### src/rtl/sum_stage_pkg.sv
// Shared widths and payload types for the PE row sum stage.
package sum_stage_pkg;

  localparam int unsigned PE_ROWS = 4;
  localparam int unsigned D_WD    = 8;
  localparam int unsigned PSUM_WD = 16;
  localparam int unsigned ASUM_WD = 12;

  typedef enum logic {
    D16 = 1'b0,
    D8  = 1'b1
  } psum_mode_e;

  typedef enum logic {
    ST_EMPTY = 1'b0,
    ST_FULL  = 1'b1
  } ss_state_e;

  typedef struct packed {
    logic       first;
    logic       last;
    psum_mode_e psum_mode;
  } SSctl;

  // Post-processing control forwarded untouched to the next stage.
  typedef struct packed {
    logic       relu;
    logic [2:0] shift;
    logic [3:0] tag;
  } PPctl;

  typedef struct packed {
    SSctl ssctl;
    PPctl ssppctl;
  } MSpipe;

  typedef struct packed {
    logic signed [PSUM_WD-1:0] Psum_MS;
    logic signed [ASUM_WD-1:0] Sum_MS;
  } MSout;

  typedef struct packed {
    logic signed [PSUM_WD-1:0] Psum_SS;
  } SSout;

endpackage

### src/rtl/sum_stage_satacc.sv
// SatAcc: one-row signed add with clamp to the D8 or D16 partial-sum range.
module SatAcc
  import sum_stage_pkg::*;
#(
  parameter int unsigned DWD     = D_WD,
  parameter int unsigned PSUMDWD = PSUM_WD
) (
  input  logic signed [PSUMDWD-1:0] i_base,
  input  logic signed [PSUMDWD-1:0] i_addend,
  input  psum_mode_e                i_mode,
  output logic signed [PSUMDWD-1:0] o_sum_c
);

  localparam int unsigned WW = PSUMDWD + 1;

  logic signed [WW-1:0] w_wide;
  logic signed [WW-1:0] w_max;
  logic signed [WW-1:0] w_min;

  // One guard bit is enough to hold any sum of two PSUMDWD operands.
  always_comb begin
    w_wide = $signed({i_base[PSUMDWD-1], i_base}) + $signed({i_addend[PSUMDWD-1], i_addend});
    if (i_mode == D8) begin
      w_max = $signed({{(WW-DWD+1){1'b0}}, {(DWD-1){1'b1}}});
      w_min = $signed({{(WW-DWD+1){1'b1}}, {(DWD-1){1'b0}}});
    end else begin
      w_max = $signed({2'b00, {(PSUMDWD-1){1'b1}}});
      w_min = $signed({2'b11, {(PSUMDWD-1){1'b0}}});
    end
    if (w_wide > w_max) begin
      o_sum_c = w_max[PSUMDWD-1:0];
    end else if (w_wide < w_min) begin
      o_sum_c = w_min[PSUMDWD-1:0];
    end else begin
      o_sum_c = w_wide[PSUMDWD-1:0];
    end
  end

endmodule

### src/rtl/sum_stage.sv
// PE row sum stage: accumulates multiply-stage beats per row and hands one
// saturated partial sum per job to post-processing over the SS handshake.
module sum_stage
  import sum_stage_pkg::*;
#(
  parameter int unsigned PEROW   = PE_ROWS,
  parameter int unsigned DWD     = D_WD,
  parameter int unsigned PSUMDWD = PSUM_WD,
  parameter int unsigned ASUMDWD = ASUM_WD
) (
  input  logic  i_clk,
  input  logic  i_rstn,
  input  logic  MS_rdy,
  output logic  MS_ack,
  input  MSpipe i_MSpipe,
  input  MSout  i_data [PEROW],
  output logic  SS_rdy,
  input  logic  SS_ack,
  output SSout  o_data [PEROW],
  output PPctl  o_SSpipe_SS
);

  ss_state_e r_state;
  ss_state_e w_state_nxt;
  PPctl      r_pp;
  logic      w_ms_fire;
  logic      w_last_fire;
  logic      w_ss_fire;

  assign w_ms_fire   = MS_rdy && MS_ack;
  assign w_last_fire = w_ms_fire && i_MSpipe.ssctl.last;
  assign w_ss_fire   = SS_rdy && SS_ack;

  always_ff @(posedge i_clk or negedge i_rstn) begin
    if (!i_rstn) begin
      r_state <= ST_EMPTY;
    end else if (w_ms_fire || w_ss_fire) begin
      r_state <= w_state_nxt;
    end
  end

  // A last beat refills the output register even as the old result leaves.
  always_comb begin
    w_state_nxt = r_state;
    case (r_state)
      ST_EMPTY: if (w_last_fire) w_state_nxt = ST_FULL;
      ST_FULL: begin
        if (w_last_fire)    w_state_nxt = ST_FULL;
        else if (w_ss_fire) w_state_nxt = ST_EMPTY;
      end
      default: w_state_nxt = ST_EMPTY;
    endcase
  end

  // Only last beats wait on the output register; middle beats never stall.
  always_comb begin
    SS_rdy = 1'b0;
    MS_ack = 1'b0;
    SS_rdy = (r_state == ST_FULL);
    MS_ack = !i_MSpipe.ssctl.last || (r_state == ST_EMPTY) || SS_ack;
  end

  always_ff @(posedge i_clk or negedge i_rstn) begin
    if (!i_rstn) begin
      r_pp <= '0;
    end else if (w_last_fire) begin
      r_pp <= i_MSpipe.ssppctl;
    end
  end

  assign o_SSpipe_SS = r_pp;

  for (genvar g = 0; g < int'(PEROW); g++) begin : g_row
    logic signed [PSUMDWD-1:0] r_acc;
    logic signed [PSUMDWD-1:0] r_out;
    logic signed [PSUMDWD-1:0] w_base;
    logic signed [PSUMDWD-1:0] w_addend;
    logic signed [PSUMDWD-1:0] w_sat;

    // Incoming Psum only seeds a job; later beats build on the row's own acc.
    assign w_base   = i_MSpipe.ssctl.first ? i_data[g].Psum_MS : r_acc;
    assign w_addend = {{(PSUMDWD-ASUMDWD){i_data[g].Sum_MS[ASUMDWD-1]}}, i_data[g].Sum_MS};

    SatAcc #(
      .DWD     (DWD),
      .PSUMDWD (PSUMDWD)
    ) u_satacc (
      .i_base   (w_base),
      .i_addend (w_addend),
      .i_mode   (i_MSpipe.ssctl.psum_mode),
      .o_sum_c  (w_sat)
    );

    always_ff @(posedge i_clk or negedge i_rstn) begin
      if (!i_rstn) begin
        r_acc <= '0;
      end else if (w_ms_fire) begin
        r_acc <= w_sat;
      end
    end

    always_ff @(posedge i_clk or negedge i_rstn) begin
      if (!i_rstn) begin
        r_out <= '0;
      end else if (w_last_fire) begin
        r_out <= w_sat;
      end
    end

    assign o_data[g].Psum_SS = r_out;
  end

endmodule

### config.mk
export PLATFORM = sky130hd
export DESIGN_NAME = sum_stage
export DESIGN_NICKNAME = d
export VERILOG_FILES = /design/src/rtl/sum_stage_pkg.sv /design/src/rtl/sum_stage_satacc.sv /design/src/rtl/sum_stage.sv
export SDC_FILE = /design/constraint.sdc
export NUM_CORES = 1
export LEC_CHECK = 0
export CAP_MARGIN = 15
export CORE_ASPECT_RATIO = 0.75
export CORE_MARGIN = 8
export CORE_UTILIZATION = 45
export CTS_BUF_LIST = sky130_fd_sc_hd__clkbuf_4 sky130_fd_sc_hd__clkbuf_8
export DETAILED_ROUTE_END_ITERATION = 12
export GPL_ROUTABILITY_DRIVEN = 0
export PLACE_DENSITY = 0.7
export SLEW_MARGIN = 5
export SYNTH_ARGS = -nofsm -noshare
export SYNTH_HDL_FRONTEND = slang
export SYNTH_SLANG_ARGS = --single-unit
### constraint.sdc
create_clock -name i_clk -period 5.4 [get_ports i_clk]
set_input_delay 0.54 -clock i_clk [delete_from_list [all_inputs] [get_ports i_clk]]
set_output_delay 0.54 -clock i_clk [all_outputs]
set_load 0.01 [all_outputs]
==> results of run 1 <==
path summary, 6_finish.rpt:
kind | start | end | slack, ns | depth (start not counted)
hold reg to reg | g_row[0].r_out[15] | g_row[0].r_out[15] | 0.48 | 2
setup / recovery | i_MSpipe[10] | g_row[1].r_acc[7] | 0.27 | 24
setup reg to reg | g_row[2].r_acc[0] | g_row[2].r_acc[14] | 0.40 | 18
hold / removal | i_rstn | g_row[0].r_out[0] | 0.15 | 1
max in group asynchronous | i_rstn | g_row[2].r_out[1] | 3.94 | 2
min in group i_clk | g_row[0].r_out[15] | g_row[0].r_out[15] | 0.48 | 2
per-layer routing:
layer	track usage (%)	vias to the layer above
li1	-	4998
met1	31.9	4864
met2	35.1	316
met3	5.01	46
met4	6.30	0
met5	0	-
where the power goes:
part / total (W) / internal [W] / switching (W) / leakage, nW
Combinational: 0.00521 / 0.00252 / 0.00269 / 4.57
Clock: 0.000929 / 0.000491 / 0.000439 / 0.203
Sequential: 0.00178 / 0.00151 / 0.000276 / 1.64
Total: 0.00792 / 0.00452 / 0.00340 / 6.41
stage by stage:
step	hold slack (ns)	utilization, %	power, W
2_1_floorplan	0.244	-	0.00488
6_report	0.148	60.6	0.00792
5_1_grt	0.196	60.6	0.00857
3_5_place_dp	0.461	58.8	0.00695
4_1_cts	0.148	60.6	0.00792
3_3_place_gp	0.458	58.8	0.00681
cells in the final DEF (no fill, tap or decap), types with 20 or more instances in the layout:
master,synthesis,routed
a211oi_1,21,20
a21o_1,21,21
a21oi_1,57,57
buf_4,0,109
clkbuf_8,0,20
clkdlybuf4s50_1,0,197
dfrtp_1,137,137
ha_1,128,128
inv_1,36,36
mux2_2,102,102
nand2_1,151,149
nor2_1,56,56
nor3_1,30,30
o211ai_1,20,20
o21a_1,29,29
o21ai_0,92,92
o21ai_1,27,27
xnor2_1,27,27
cells by family after synthesis:
logic type,synth area share (%)
adder cells (fa/ha/maj),15.2
buffers and inverters,3.20
AND/OR/NAND/NOR,13.4
multiplexers,11.8
AO/OA/AOI/OAI,21.9
flip-flops,31.0
XOR/XNOR,3.49
cell type report:
type | instances | area, µm²
Timing Repair Buffer | 311 | 2850
Inverter | 36 | 135
Multi-Input combinational cell | 983 | 7300
Fill cell | 2108 | 9480
Clock buffer | 20 | 275
Tap cell | 331 | 414
Sequential cell | 137 | 3430
Clock inverter | 10 | 144
state kept, by name, summed over array words and instances, names as in the netlist:
| register | count |
|---|---|
| SS_rdy | 1 |
| g_row.r_acc | 64 |
| g_row.r_out | 64 |
| o_SSpipe_SS | 8 |
==> flow_metrics.py, run 1 <==
metrics = {
    "synthesis": {
        "synthTopCellsByArea": "dfrtp_1 31%, ha_1 14%, mux2_2 10%",
        "synth_cell_types": 74,
        "yosys.area.top_type": "dfrtp_1",
        "synth_edf_count": 0,
        "async_reset_ff_share_pct": 100,
        "ys_top_cells_by_count": "151 x nand2_1, 137 x dfrtp_1, 128 x ha_1, 102 x mux2_2, 92 x o21ai_0",
        "netlist_area_um2": 11100,
        "synthCells": 1211,
        "seq_area_frac_synth_pct": 31.0,
        "netlist.area_leader.share_pct": 31.0,
        "ys_ff_latch": 137,
        "ys_warn_count": 0,
        "ys.flop_type": "dfrtp_1",
        "syn_nets": 1470,
        "syn_area_per_cell_um2": 9.13,
        "yosysMostFrequentCell": "nand2_1",
    },
    "clock_network": {
        "clock-root-buffer": "clkbuf_8",
        "clkLatencyLatePin_ns": 0.46,
        "cts_setup_buffers": 0,
        "cts_sinks": 137,
        "cts_tree": "yes",
        "hold_buffers": 0,
        "clkTransAtPathRegs_ns": 0.08,
        "cts_max_level": 4,
        "clk_path_buf_depth": 2,
        "numCtsBuffers": 17,
        "cts_resized": 0,
    },
    "timing": {
        "grt_setup_unrepaired": "false",
        "setup_viol": 0,
        "slew_violations": 0,
        "fin_crit_ns": 5.13,
        "worst_pin_slew_ns": 1.02,
        "final-hold-violation-count": 0,
        "min_period_over_period_pct": 95.0,
        "maxSlewHeadroom_pct": 32.0,
        "max_freq_mhz": 195,
        "setup_slack_ns": 0.271,
        "finClkSkew_ns": 0.0171,
        "fin_tns_setup_ns": 0,
    },
    "layout": {
        "diodes": 0,
        "syn2layout_area_growth_pct": 31.7,
        "nets": 1745,
        "drive_gt1_share_pct": 17.7,
        "final_cells": 1828,
        "final_area_um2": 14600,
    },
    "critical_path": {
        "crit_arrival_ns": 5.47,
        "required_ns": 5.74,
        "cpMaxStageDelayCell": "mux2_2",
        "crit_family": "compound AO/OA/AOI/OAI gates",
        "crit_chain": "buf_2, buf_12, buf_12, buf_4, mux2_2, ha_1, and2_1, a32oi_1, a21oi_1, nand3_1, a21bo_2, a211oi_1, buf_4, ha_1, nor4b_1, nand2_1, nor4_1, and4_1, a22oi_1, o21a_1, buf_4, o22ai_1, o2bb2ai_1, mux2_2",
        "startpoint_type": "input pin",
        "path_class": "in -> reg",
        "cp.buffers_inverters": 6,
        "cpPeakStageDelay_ns": 0.36,
        "cp_common_cell": "buf_4",
        "cp-end-kind": "register",
        "cp_max_fo": 12,
    },
    "drt": {
        "drt-initial-drc-count": 843,
        "wire_per_inst_um": 18.6,
        "wl_met3_um": 2190,
        "viasPerCell": 5.59,
        "vias": 10200,
        "ant_nets": 0,
        "dr.max_layer_used": "met4",
        "drt_pass1_iterations": 6,
        "drt-total-wl_um": 34100,
        "dr_wl_met2_um": 14800,
        "drc": 0,
        "drt-met1-wl_um": 16400,
    },
    "floorplan": {
        "num_rows": 49,
        "io_pins": 201,
        "die_w_um": 197,
        "initial_utilization_pct": 46.0,
        "core_region_area_um2": 24000,
        "die_h_um": 152,
        "die_area_um2": 29900,
    },
    "grt": {
        "grt_usage_pct": 22.8,
        "overflow": 0,
        "grt_antenna_before_repair": 0,
        "grt_pass1_wl_um": 54800,
        "grt_pass1_vias": 10300,
        "grt_max_degree": 84,
    },
    "flow_run": {
        "max_cap_viol_count": 0,
    },
    "placed_design": {
        "dp_hpwl_um": 26000,
        "post-place-ws_ns": -0.274,
        "port_buffers": 200,
        "dp.cells": 1798,
        "placed_area_um2": 14100,
    },
    "status": {
        "outcome": "completed",
    },
    "worst_hold_path": {
        "hold_path.class": "in -> async",
    },
    "power_and_ir_drop": {
        "ir_worst_vdd_mv": 0.338,
        "p_per_area_nw_per_um2": 544,
        "p_leak_nw": 6.41,
    },
}
Note: power is estimated with default switching activity, not from simulation.
==> run 2, diff against run 1 <==
Settings changed: GPL_TIMING_DRIVEN set to 0.
==> flow_metrics.py, run 2 (synthesis results as in run 1) <==
metrics = {
    "placed_design": {
        "dp_hpwl_um": 27200,
        "dp.cells": 1742,
        "placed_area_um2": 13500,
        "port_buffers": 199,
    },
    "status": {
        "outcome": "completed",
    },
    "critical_path": {
        "crit_arrival_ns": 5.61,
        "worstReg2RegEnd": "g_row[2].r_acc[11]",
        "cp-end-kind": "register",
        "cp_max_fo": 10,
        "startpoint_type": "input pin",
        "reg2reg_depth": 19,
        "required_ns": 5.80,
        "reg2reg_from": "g_row[2].r_acc[8]",
        "rrSetupSlack_ns": 0.32,
        "path_class": "in -> reg",
        "crit_end": "g_row[2].r_acc[11]",
        "crit_start": "i_data[41]",
    },
    "flow_run": {
        "max_cap_viol_count": 0,
    },
    "grt": {
        "grt_pass1_wl_um": 55100,
        "grt_antenna_before_repair": 1,
        "grt_pass1_vias": 10200,
        "overflow": 0,
        "grt_usage_pct": 23.2,
        "grt_max_degree": 77,
    },
    "layout": {
        "final_area_um2": 14300,
        "fillers": 2164,
        "final_util_pct": 59.4,
        "mostFrequentLayoutCells": "197 x clkdlybuf4s50_1, 150 x nand2_1, 137 x dfrtp_1",
        "drive_gt1_share_pct": 14.6,
        "syn2layout_area_growth_pct": 29.1,
        "final_common_cell": "clkdlybuf4s50_1",
        "final_cells": 1780,
        "nets": 1694,
    },
    "drt": {
        "ant_nets": 0,
        "vias": 10200,
        "drt-total-wl_um": 34800,
        "drt_pass1_iterations": 6,
        "drt-initial-drc-count": 580,
        "wire_per_inst_um": 19.5,
        "viasPerCell": 5.71,
        "drc": 0,
    },
    "clock_network": {
        "clk_path_buf_depth": 2,
        "cts_tree": "yes",
        "cts_sinks": 137,
        "clock-root-buffer": "clkbuf_8",
        "clkTransAtPathRegs_ns": 0.09,
        "numCtsBuffers": 17,
        "cts_max_level": 4,
        "clkLatencyLatePin_ns": 0.46,
    },
    "floorplan": {
        "die_area_um2": 29900,
        "num_rows": 49,
        "die_h_um": 152,
        "io_pins": 201,
        "core_region_area_um2": 24000,
        "die_w_um": 197,
        "initial_utilization_pct": 46.0,
    },
    "worst_hold_path": {
        "hold_path.class": "in -> async",
    },
    "power_and_ir_drop": {
        "p_per_area_nw_per_um2": 536,
        "p_leak_nw": 6.10,
        "power.internal_w": 0.00425,
        "ir_worst_vdd_mv": 0.334,
        "power_w": 0.00765,
        "sw_frac_of_total_pct": 44.4,
        "seq_power_share_pct": 23.5,
        "power.switching_w": 0.00340,
        "clockPowerShare_pct": 12.1,
        "combPwrFrac_pct": 64.4,
    },
    "timing": {
        "final-hold-violation-count": 0,
        "max_freq_mhz": 192,
        "maxSlewHeadroom_pct": 40.8,
        "fin_crit_ns": 5.21,
        "whs_ns": 0.104,
        "min_period_over_period_pct": 96.5,
        "worst_pin_slew_ns": 0.888,
        "finClkSkew_ns": 0.0115,
        "slew_violations": 0,
        "setup_viol": 0,
    },
}
==> run 2: per-stage QoR <==
step / TNS, ns / setup slack, ns
after floorplan: -0.000604 / -0.000604
after global placement: -445.16 / -2.20
after detailed placement: -107.63 / -1.26
after CTS: 0 / 0.00897
after global routing: -0.00918 / -0.00767
final: 0 / 0.187
==> run 2: layout make-up <==
type / instances / area [µm²] / area share, %
clock buffers: 21 / 283 / 1.98
multi-input cells: 983 / 7520 / 52.7
plain buffers: 52 / 260 / 1.82
flip-flops and latches: 137 / 3430 / 24.0
well taps: 331 / 414 / 2.90
diodes: 1 / 2.50 / 0.0175
clock inverters: 11 / 145 / 1.02
inverters: 36 / 135 / 0.947
repair buffers: 208 / 2080 / 14.6
==> run 2: power groups by stage <==
stage | sequential [W] | clock, W | combinational [W]
floorplan | 0.00184 | 0 | 0.00304
global placement | 0.00179 | 0 | 0.00455
detailed placement | 0.00181 | 0 | 0.00465
CTS | 0.00180 | 0.000940 | 0.00476
global route | 0.00185 | 0.000988 | 0.00545
finish | 0.00180 | 0.000924 | 0.00493
==> run 2: worst min path at each step <==
stage,end,slack (ns),cells after the start
6_report,g_row[2].r_acc[5],0.10,1
5_1_grt,g_row[2].r_acc[5],0.14,1
4_1_cts,g_row[2].r_acc[5],0.12,1
3_5_place_dp,o_SSpipe_SS[7],0.46,2
3_3_place_gp,g_row[1].r_acc[5],0.46,2
2_1_floorplan,SS_rdy,0.24,0
==> run 2: what timing repair did <==
action / 4_1_cts / 5_1_grt
hold buffers: 0 / 0
endpoints found under the setup margin: 120 / 120
pin swaps: 2 / 11
resized for setup: 26 / 46
gates cloned: 0 / 0
setup buffers: 3 / 5
==> run 2: worst max-delay path: stages <==
cell and delay, ns:
clkdlybuf4s50_1 0.43, mux2_2 0.31, ha_1 0.28, a211o_1 0.33, a211o_1 0.30, a21o_1 0.18
a21oi_2 0.16, o21bai_1 0.11, a21oi_2 0.19, xor2_2 0.25, inv_1 0.11, ha_1 0.33
nor4_1 0.29, nand4_1 0.14, or4_4 0.45, o21ai_4 0.11, a211oi_4 0.11, or2_0 0.25
buf_6 0.15, o32ai_1 0.37, mux2_2 0.22
==> run 2: per-layer routing <==
layer | routed length [µm] | track usage [%] | up-vias
li1 | - | - | 4918
met1 | 16600 | 32.2 | 4899
met2 | 15300 | 36.2 | 311
met3 | 2340 | 5.56 | 35
met4 | 516 | 5.55 | 2
met5 | 13 | 0 | -
==> RTL change: new RTL, settings of run 1 <==
`PSUM_WD`: 16 -> 24.
--- a/src/rtl/sum_stage_pkg.sv
+++ b/src/rtl/sum_stage_pkg.sv
@@ -3,7 +3,7 @@
 
   localparam int unsigned PE_ROWS = 4;
   localparam int unsigned D_WD    = 8;
-  localparam int unsigned PSUM_WD = 16;
+  localparam int unsigned PSUM_WD = 24;
   localparam int unsigned ASUM_WD = 12;
 
   typedef enum logic {
Ports: changed (resized i_data and o_data); port bits go from 201 to 265. No check against the original RTL was run, so the function may have changed too.
==> RTL change against run 1 <==
Sequential share of layout area shrank 3.5 points; maximum frequency shrank 3.9%; clock power grew 82%; area after synthesis grew 59%; worst setup slack lost 210 ps; combinational power grew 110%; largest cell class unchanged; total power grew 91%; sequential cell count grew 64; wire length grew 91%; synthesized cell count grew 66%; core utilization grew 4.8 points; clock skew grew 14 ps; final area grew 73%; first-iteration DRC count grew 56%.
==> RTL change: results (changes against run 1) <==
metric;value;unit;change
Synth Area in Adders;0.1638;;was 0.1522
post-CTS resize count;10;;was 0
via count;18343;;was 10224
count of cell types in the netlist;91;;was 74
vias in the first global route;18308;;was 10293
Root Driver;clkbuf_8;;unchanged
setup TNS;0;ps;unchanged
Clock Latency Late Sink;560;ps;was 460 ps
Post-CTS Setup Repair Bufs;2;;was 0
Leakage;11.27;nW;was 6.410 nW
Ant. Diodes;0;;unchanged
Synth Area in Compound Gates;0.2408;;was 0.2191
Post-Layout Cell Count;3153;;was 1828
critical-path maximum fanout;13;;was 12
Final Cycle Share;0.9886;;was 0.9497
Clock Pin Slew Worst Setup and Hold Paths;70;ps;
# hold bufs at CTS;0;;unchanged
cts bufs inserted;37;;was 17
fraction of layout cells with a size suffix above 1;0.2643;;was 0.1770
first-pass detailed-route iteration total;6;;unchanged
H-tree Lvls;2;;was 4
headroom to the max-slew limit;0.2206;;was 0.3203
I/O Buffers;264;;was 200
nets@finish;3001;;was 1745
WL/cell;20.63;um;was 18.64 um
largest net degree at the start of global routing;102;;was 84
first-pass GRT wire length;100200;um;was 54750 um
Iteration-0 DRC Markers;1314;;was 843
GRT Resource Usage Total;0.2668;;was 0.2279
status;finished, final reports clean;;unchanged
main area contributors after synthesis;dfrtp_1 29%, ha_1 16%, mux2_2 7.4%;;was dfrtp_1 31%, ha_1 14%, mux2_2 10%
Yosys warnings;0;;unchanged
multiplexer share of the synthesized area;0.07699;;was 0.1175
clock tree buffer depth;3;;was 2
net count after synthesis;2397;;was 1470
VDD IR max;0.2395;mV;was 0.3382 mV
Detail Placement HPWL;49110;um;was 26020 um
Post-synth EDFFs;0;;unchanged
Setup Skew;31.17;ps;was 17.11 ps
WP data arrival;5790;ps;was 5470 ps
Syn Inst Count;2010;;was 1211
Hold Crit Class;in2async;;unchanged
Synth Area in XOR/XNOR;0.03775;;was 0.03487
Post-Place Cells;3063;;was 1798
antenna violations before repair;3;;was 0
commonest cells in the netlist;247 x nand2_1, 224 x ha_1, 201 x dfrtp_1;;was 151 x nand2_1, 137 x dfrtp_1, 128 x ha_1
Async S/R FF share, synth;1.000;;unchanged
register area share after synthesis;0.2858;;was 0.3102
[RTL change: cells by family after synthesis]
kind of cell               count (synthesis)
xor gates and xnor gates                  75
DFF                                      201
muxes                                    121
and+or+nand+nor                          611
adders and majority gates                228
AOI/OAI and AO/OA                        620
buffers and inverters                    154
[RTL change: layout make-up]
type,count,area (um2)
tap,512,640.6
timing repair buffer,651,5839
clock inverter,7,93.84
clock buffer,59,749.5
inverter,68,255.2
multi-input combinational,1655,12500
fill,3106,13290
sequential,201,5030
[RTL change: worst paths after layout]
| kind | start | endpoint | slack (ps) | cells past startpoint |
|---|---|---|---|---|
| setup / recovery | i_MSpipe[10] | g_row[2].r_acc[14]$_DFFE_PN0P_ | 60 | 27 |
| hold / removal | i_rstn | g_row[3].r_out[18]$_DFFE_PN0P_ | 90 | 1 |
| setup reg to reg | g_row[2].r_acc[0]$_DFFE_PN0P_ | g_row[2].r_out[21]$_DFFE_PN0P_ | 90 | 25 |
| hold reg to reg | o_SSpipe_SS[5]$_DFFE_PN0P_ | o_SSpipe_SS[5]$_DFFE_PN0P_ | 480 | 2 |
| max in group asynchronous | i_rstn | g_row[2].r_acc[12]$_DFFE_PN0P_ | 3950 | 2 |
| min in group i_clk | o_SSpipe_SS[5]$_DFFE_PN0P_ | o_SSpipe_SS[5]$_DFFE_PN0P_ | 480 | 2 |
[RTL change: worst max-delay path: stages]
cell and delay, ps:
buf_8 170, buf_12 180, mux2i_2 280, inv_1 70, ha_1 290, a211oi_2 360
o21ai_2 120, buf_4 140, nand3_1 120, a21oi_2 80, nor3_2 110, buf_4 170
buf_4 140, xor2_2 180, inv_1 90, ha_1 320, nor4_2 290, nand2_1 150
nor3_2 230, nor4bb_4 300, nor2_1 130, o41ai_2 420, or2_1 220, buf_6 160
clkbuf_16 160, a211oi_1 70, a211oi_1 250
[RTL change: per-layer routing]
layer  GRT usage  part of all wire
met1      0.3700              0.44
met3     0.06607             0.089
met5           0           0.00058
met4     0.07849             0.028
met2      0.4059              0.44
[RTL change: per-stage QoR]
step                      hold slack, ps  setup WS [ps]  area (um2)  total power [W]
after floorplan                    244.4          1.541       17690         0.007882
after global placement             457.8         -579.3       23460          0.01226
after detailed placement           466.4         -933.3       23460          0.01252
after CTS                          108.7         0.8655       24400          0.01437
after global routing               135.0         -165.2       25110          0.01613
final                              93.57          61.70       25110          0.01510
[RTL change: power by group]
| group | leakage (nW) | total, W | internal (W) | switching [W] |
|---|---|---|---|---|
| combinational | 8.47 | 0.0107 | 0.00520 | 0.00552 |
| sequential | 2.36 | 0.00268 | 0.00221 | 0.000472 |
| clock | 0.439 | 0.00169 | 0.000977 | 0.000717 |
